[src/rtl/pixel_color_writer_if.sv]
// Pixel-result stream and frame-buffer write port of the Mandelbrot colour writer.
// slave = the writer itself; master = iterator upstream plus the SRAM arbiter.
interface pixel_color_writer_if;
  // Both channels are valid/ready style. A pixel moves when in_valid & in_ready at a rising
  // edge. A write lands when mem_we & mem_grant at a rising edge. While a side waits, it
  // holds its payload steady and keeps its valid (in_valid or mem_we) high.
  logic        in_valid;
  logic        in_ready;
  logic [9:0]  in_x;
  logic [8:0]  in_y;
  logic [10:0] in_count;
  logic [18:0] mem_addr;
  logic [7:0]  mem_data;
  logic        mem_we;
  logic        mem_grant;

  modport master (
    output in_valid, in_x, in_y, in_count, mem_grant,
    input  in_ready, mem_addr, mem_data, mem_we
  );

  modport slave (
    input  in_valid, in_x, in_y, in_count, mem_grant,
    output in_ready, mem_addr, mem_data, mem_we
  );
endinterface

[src/rtl/pixel_color_writer.sv]
// Buffers completed Mandelbrot pixels, maps iteration counts to RGB332 and writes them to the
// frame buffer through a grant-arbitrated port, counting pixels and flagging frame completion.
module pixel_color_writer #(
  parameter int MAX_ITER   = 1000,
  parameter int FIFO_DEPTH = 4,
  parameter int SCREEN_W   = 640,
  parameter int SCREEN_H   = 480
) (
  input  logic                 clk,
  input  logic                 reset,
  pixel_color_writer_if.slave  bus,
  output logic [18:0]          pixels_written,
  output logic                 frame_done
);

  localparam int PTR_W = (FIFO_DEPTH > 1) ? $clog2(FIFO_DEPTH) : 1;
  localparam int OCC_W = $clog2(FIFO_DEPTH + 1);

  localparam logic [OCC_W-1:0] OCC_FULL   = OCC_W'(FIFO_DEPTH);
  localparam logic [OCC_W-1:0] OCC_ONE    = OCC_W'(1);
  localparam logic [PTR_W-1:0] PTR_ONE    = PTR_W'(1);
  localparam logic [10:0]      X_LIMIT    = 11'(SCREEN_W);
  localparam logic [9:0]       Y_LIMIT    = 10'(SCREEN_H);
  localparam logic [18:0]      ROW_STRIDE = 19'(SCREEN_W);
  localparam logic [18:0]      LAST_ADDR  = 19'(SCREEN_W * SCREEN_H - 1);
  localparam logic [10:0]      ITER_CAP   = 11'(MAX_ITER);

  typedef struct packed {
    logic [9:0]  x;
    logic [8:0]  y;
    logic [10:0] count;
  } pixel_t;

  pixel_t           fifo_mem [FIFO_DEPTH];
  logic [PTR_W-1:0] wr_ptr;
  logic [PTR_W-1:0] rd_ptr;
  logic [OCC_W-1:0] occ;
  logic [OCC_W-1:0] occ_next;
  logic             in_ready_r;

  pixel_t           head;
  logic             push;
  logic             pop;
  logic             out_free;
  logic             grant_now;
  logic             head_in_range;
  logic [18:0]      head_addr;
  logic [7:0]       head_colour;

  logic             out_valid;
  logic [18:0]      out_addr;
  logic [7:0]       out_data;

  // Escape-speed bands, first match wins; in-set pixels are black.
  function automatic logic [7:0] colour_of(input logic [10:0] count);
    if (count >= ITER_CAP)      return 8'h00;
    else if (count >= 11'd256)  return 8'h64;
    else if (count >= 11'd128)  return 8'hE4;
    else if (count >= 11'd64)   return 8'hEC;
    else if (count >= 11'd32)   return 8'hFC;
    else if (count >= 11'd16)   return 8'h1F;
    else if (count >= 11'd8)    return 8'h13;
    else                        return 8'h02;
  endfunction

  assign push      = bus.in_valid & in_ready_r;
  assign grant_now = out_valid & bus.mem_grant;
  // The output register may take a new pixel when empty or when its current one is granted.
  assign out_free  = ~out_valid | bus.mem_grant;
  assign pop       = (occ != '0) & out_free;

  assign head          = fifo_mem[rd_ptr];
  assign head_in_range = ({1'b0, head.x} < X_LIMIT) && ({1'b0, head.y} < Y_LIMIT);
  assign head_addr     = 19'(head.y) * ROW_STRIDE + 19'(head.x);
  assign head_colour   = colour_of(head.count);

  always_comb begin
    occ_next = occ;
    case ({push, pop})
      2'b10:   occ_next = occ + OCC_ONE;
      2'b01:   occ_next = occ - OCC_ONE;
      default: occ_next = occ;
    endcase
  end

  always_ff @(posedge clk) begin
    if (push) begin
      fifo_mem[wr_ptr] <= pixel_t'({bus.in_x, bus.in_y, bus.in_count});
    end
  end

  // in_ready is registered from the next occupancy so it never depends on in_valid.
  always_ff @(posedge clk) begin
    if (reset) begin
      wr_ptr     <= '0;
      rd_ptr     <= '0;
      occ        <= '0;
      in_ready_r <= 1'b0;
    end else begin
      if (push) wr_ptr <= wr_ptr + PTR_ONE;
      if (pop)  rd_ptr <= rd_ptr + PTR_ONE;
      occ        <= occ_next;
      in_ready_r <= (occ_next < OCC_FULL);
    end
  end

  // Off-screen entries are popped but never loaded, so they produce no write.
  always_ff @(posedge clk) begin
    if (reset) begin
      out_valid <= 1'b0;
      out_addr  <= '0;
      out_data  <= '0;
    end else if (out_free) begin
      if (pop && head_in_range) begin
        out_valid <= 1'b1;
        out_addr  <= head_addr;
        out_data  <= head_colour;
      end else begin
        out_valid <= 1'b0;
      end
    end
  end

  always_ff @(posedge clk) begin
    if (reset) begin
      pixels_written <= '0;
      frame_done     <= 1'b0;
    end else begin
      frame_done <= grant_now && (out_addr == LAST_ADDR);
      if (grant_now) begin
        pixels_written <= (out_addr == LAST_ADDR) ? 19'd0 : pixels_written + 19'd1;
      end
    end
  end

  assign bus.in_ready = in_ready_r;
  assign bus.mem_we   = out_valid;
  assign bus.mem_addr = out_addr;
  assign bus.mem_data = out_data;

endmodule
[src/flat_wrapper.sv]
// flat-port wrapper written by rule: the top's interface ports become plain ports
module pixel_color_writer_flat 
#(
  parameter int MAX_ITER   = 1000,
  parameter int FIFO_DEPTH = 4,
  parameter int SCREEN_W   = 640,
  parameter int SCREEN_H   = 480
)
  (clk, reset, pixels_written, frame_done, bus_in_valid, bus_in_x, bus_in_y, bus_in_count, bus_mem_grant, bus_in_ready, bus_mem_addr, bus_mem_data, bus_mem_we);
  pixel_color_writer_if bus_i ();
  input  logic clk;
  input  logic reset;
  output logic [18:0] pixels_written;
  output logic frame_done;
  input wire logic [$bits(bus_i.in_valid)-1:0] bus_in_valid;
  input wire logic [$bits(bus_i.in_x)-1:0] bus_in_x;
  input wire logic [$bits(bus_i.in_y)-1:0] bus_in_y;
  input wire logic [$bits(bus_i.in_count)-1:0] bus_in_count;
  input wire logic [$bits(bus_i.mem_grant)-1:0] bus_mem_grant;
  output wire logic [$bits(bus_i.in_ready)-1:0] bus_in_ready;
  output wire logic [$bits(bus_i.mem_addr)-1:0] bus_mem_addr;
  output wire logic [$bits(bus_i.mem_data)-1:0] bus_mem_data;
  output wire logic [$bits(bus_i.mem_we)-1:0] bus_mem_we;
  assign bus_i.in_valid = bus_in_valid;
  assign bus_i.in_x = bus_in_x;
  assign bus_i.in_y = bus_in_y;
  assign bus_i.in_count = bus_in_count;
  assign bus_i.mem_grant = bus_mem_grant;
  assign bus_in_ready = bus_i.in_ready;
  assign bus_mem_addr = bus_i.mem_addr;
  assign bus_mem_data = bus_i.mem_data;
  assign bus_mem_we = bus_i.mem_we;
  pixel_color_writer #(.MAX_ITER(MAX_ITER), .FIFO_DEPTH(FIFO_DEPTH), .SCREEN_W(SCREEN_W), .SCREEN_H(SCREEN_H)) u_core (.clk(clk), .reset(reset), .bus(bus_i), .pixels_written(pixels_written), .frame_done(frame_done));
endmodule
[config.mk]
export PLATFORM = sky130hd
export DESIGN_NAME = pixel_color_writer_flat
export DESIGN_NICKNAME = d
export VERILOG_FILES = /design/src/rtl/pixel_color_writer_if.sv /design/src/rtl/pixel_color_writer.sv /design/src/flat_wrapper.sv
export SDC_FILE = /design/constraint.sdc
export NUM_CORES = 1
export LEC_CHECK = 0
export ABC_AREA = 1
export CELL_PAD_IN_SITES_DETAIL_PLACEMENT = 0
export CELL_PAD_IN_SITES_GLOBAL_PLACEMENT = 2
export CORE_MARGIN = 2
export CORE_UTILIZATION = 33
export DETAILED_ROUTE_END_ITERATION = 10
export MAX_ROUTING_LAYER = met4
export PLACE_DENSITY = 0.73
export SLEW_MARGIN = 20
export SYNTH_ARGS = -nofsm -noshare
export SYNTH_HDL_FRONTEND = slang
export SYNTH_SLANG_ARGS = --single-unit
export TNS_END_PERCENT = 30
[constraint.sdc]
create_clock -name clk -period 5.27 [get_ports clk]
set_input_delay 0.7905 -clock clk [delete_from_list [all_inputs] [get_ports clk]]
set_output_delay 0.7905 -clock clk [all_outputs]
set_load 0.02 [all_outputs]
==> results.sh <==
export IMPL_status="completed"
export IMPL_crit_path_end="u_core.bus.mem_addr[17]"
export IMPL_r2r_cells=18
export IMPL_yosysSeqAreaShare=0.6001
export IMPL_wl_um=16180
export IMPL_dp_cells=1078
export IMPL_rows=54
export IMPL_clockBufferDepth=2
export IMPL_start_kind="register"
export IMPL_hp_class="reg -> reg"
export IMPL_clk_pin_slew_ns=0.07
export IMPL_final_cell_mix="nand2_1 (158), edfxtp_1 (108), nor2_1 (95)"
export IMPL_combPwrFrac=0.468
export IMPL_root_buffer="clkbuf_16"
export IMPL_gp_congestion=0.7336
export IMPL_timing_rr_end="u_core.bus.mem_addr[17]"
export IMPL_syn_inst=741
export IMPL_async_flop_share=0
export IMPL_design_area_um2=8952
export IMPL_maxCapViolCount=0
export IMPL_cp_max_fo=55
export IMPL_port_buffers=79
export IMPL_dpl_cell_area_um2=8338
export IMPL_setup_worst_path_end_class="register"
export IMPL_die_area_um2=23340
export IMPL_multi_input_area_um2=2522
export IMPL_synth_warnings=0
export IMPL_setup_tns_ns=0
export IMPL_fin_nets=877
export IMPL_dr_pass1_iters=4
export IMPL_cts_hold_buf=0
export IMPL_h_tree_depth=4
export IMPL_seqPwrFrac=0.299
export IMPL_cp_arrival_ns=4.13
export IMPL_rrSetupSlack_ns=1.46
export IMPL_power_per_cell_area_nw_per_um2=616.2
export IMPL_slew_headroom=0.3727
export IMPL_clock_skew_ns=0.01063
export IMPL_floorplan_initialDensity=0.3358
export IMPL_slew_violations=0
export IMPL_p_int_uw=3210
export IMPL_syn_to_final_growth_pct=22.54
export IMPL_avgSynthCellArea_um2=9.859
export IMPL_antenna_found_initial=0
export IMPL_io_pins=83
export IMPL_grt_pass1_vias=5008
export IMPL_finalSetupViolCount=0
export IMPL_fin_crit_sh=0.7237
export IMPL_grt_setup_unrepaired="false"
export IMPL_setup_slack_ns=1.456
export IMPL_slowest_stage="dfxtp_1"
export IMPL_drive_gt1_frac=0.06867
export IMPL_hold_viol_final=0
export IMPL_coreArea_um2=21760
export IMPL_crit_path_cell_trace="inv_8 -> o21ai_0 -> o22ai_1 -> ha_1 -> ha_1 -> fa_1 -> nand2_1 -> inv_1 -> nor2_1 -> nand2_1 -> nor2_1 -> nand3_1 -> nor2_1 -> nand3_1 -> nand2_1 -> nand3_1 -> nand2_1 -> inv_1"
export IMPL_num_vias=5165
export IMPL_synth_edf_count=108
export IMPL_power_share_clock=0.233
export IMPL_grt_ovfl_total=0
export IMPL_grt_max_degree=56
export IMPL_synth_main_ff_cell="edfxtp_1"
export IMPL_fmax_mhz=262.2
export IMPL_dpl_hpwl_um=10960
export IMPL_path_common_cell="nand2_1"
export IMPL_worst_slew_pin_slew_ns=0.9388
export IMPL_die_height_um=152.8
export IMPL_swShare=0.4181
export IMPL_ys_ff_latch=165
export IMPL_clock_sinks=165
export IMPL_leakage_uw=0.003387
export IMPL_critical_path_class="reg -> reg"
export IMPL_final_common_cell="nand2_1"
export IMPL_slowest_delay_ns=0.86
export IMPL_grt_pass1_wl_um=26030
export IMPL_die_x_um=152.8
export IMPL_drc=0
export IMPL_syn_num_nets=801
export IMPL_clock_latency_ns=0.42
export IMPL_netlist_area_um2=7306
export IMPL_seqCellArea_um2=4384
export IMPL_cp_required_ns=5.59
export IMPL_grt_usage=0.1465
export IMPL_numCtsBuffers=17
export IMPL_drt_initial_drc_count=292
export IMPL_fill_cells=2130
export IMPL_p_sw_uw=2306
export IMPL_viasPerCell=4.653
export IMPL_diodes=0
export IMPL_ctsResizeCount=0
export IMPL_vdd_ir_drop_worst_mv=0.2330
export IMPL_cts_setup_buffers=0
export IMPL_pre_cts_slack_ns=1.440
export IMPL_wl_per_cell_um=14.58
export IMPL_cts_tree="done"
export IMPL_ys_types=43
export IMPL_ant_nets=0
export IMPL_period_needed_ns=3.814
export IMPL_fin_cells=1110
[kinds of logic after synthesis]
logic type	after synthesis	share of synthesized area
DFF	165	0.6001
adders and majority gates	26	0.04761
and+or+nand+nor	339	0.1988
xor gates and xnor gates	13	0.01558
buffers and inverters	93	0.05874
AOI/OAI and AO/OA	105	0.07912
[power groups by stage]
stage	Sequential (uW)	Combinational, uW	Clock (uW)
after floorplan	1710	1910	0
after global placement	1670	2580	0
after detailed placement	1680	2600	0
after CTS	1650	2620	1320
after global routing	1670	2990	1370
final	1650	2580	1290
[cells in the mapped netlist (2+ instances only)]
master	number	area share
clkbuf_1	6	0.0031
o21a_1	4	0.0041
nand2_1	158	0.081
buf_6	5	0.0077
xor2_1	9	0.011
nor3b_1	2	0.0021
nand2_2	3	0.0026
o22ai_1	11	0.0094
dfxtp_1	57	0.16
fa_1	3	0.0082
o21ai_0	44	0.030
a21oi_1	29	0.020
nor2_1	99	0.051
nor3_2	2	0.0027
o211ai_1	2	0.0021
nor4_1	2	0.0017
nor3_1	6	0.0041
o21ai_1	9	0.0062
xnor2_1	4	0.0048
buf_4	6	0.0062
buf_2	9	0.0062
inv_1	64	0.033
nand3_1	47	0.032
nand3_2	3	0.0041
nand4_1	10	0.0086
edfxtp_1	108	0.44
ha_1	23	0.039
[per-layer routing]
metal | track usage | routed length (um) | part of all wire
met5 | - | 0 | 0
met4 | 0.05026 | 207 | 0.013
met3 | 0.02702 | 618 | 0.038
met2 | 0.2308 | 7448 | 0.46
met1 | 0.1908 | 7904 | 0.49
[critical path: cells and delay by family (launching register included)]
family / cells / cell delay [ns]
and+or+nand+nor: 10 / 1.07
adders and majority gates: 3 / 1.01
DFF: 1 / 0.86
AOI/OAI and AO/OA: 2 / 0.37
buffers and inverters: 3 / 0.35
[flip-flops by register name, indices dropped and copies added, names as in the netlist, named ones only]
name / cells
u_core.frame_done: 1
u_core.bus.in_ready: 1
u_core.pixels_written: 19
u_core.wr_ptr: 2
u_core.fifo_mem: 108
u_core.rd_ptr: 2
u_core.bus.mem_we: 1
u_core.occ: 3
u_core.bus.mem_addr: 19
u_core.bus.mem_data: 7
[through the flow]
step / hold WS [ns] / power (uW) / utilization
after floorplan: 0.4363 / 3628 / -
after global placement: 0.4496 / 4251 / 0.3833
after detailed placement: 0.4641 / 4272 / 0.3833
after CTS: 0.4755 / 5585 / 0.4115
after global routing: 0.4863 / 6026 / 0.4115
final: 0.4738 / 5516 / 0.4115
[worst min path at each step]
stage,from,to,slack (ns),depth (start not counted)
2_1_floorplan,u_core.rd_ptr[1],register,0.44,2
3_3_place_gp,u_core.rd_ptr[1],u_core.rd_ptr[1],0.45,2
3_5_place_dp,u_core.rd_ptr[1],register,0.46,2
4_1_cts,u_core.rd_ptr[1],u_core.rd_ptr[1],0.48,2
5_1_grt,u_core.bus.mem_data[1],u_core.bus.mem_data[1],0.49,2
6_report,u_core.rd_ptr[1],register,0.47,2
[layout make-up]
class | instances | share of cell area
sequential | 165 | 0.4897
timing repair buffer | 83 | 0.09168
inverter | 67 | 0.02907
clock buffer | 17 | 0.04752
tap | 280 | 0.03913
clock inverter | 15 | 0.02110
multi-input combinational | 483 | 0.2818
Note: power is estimated with default switching activity, not from simulation.
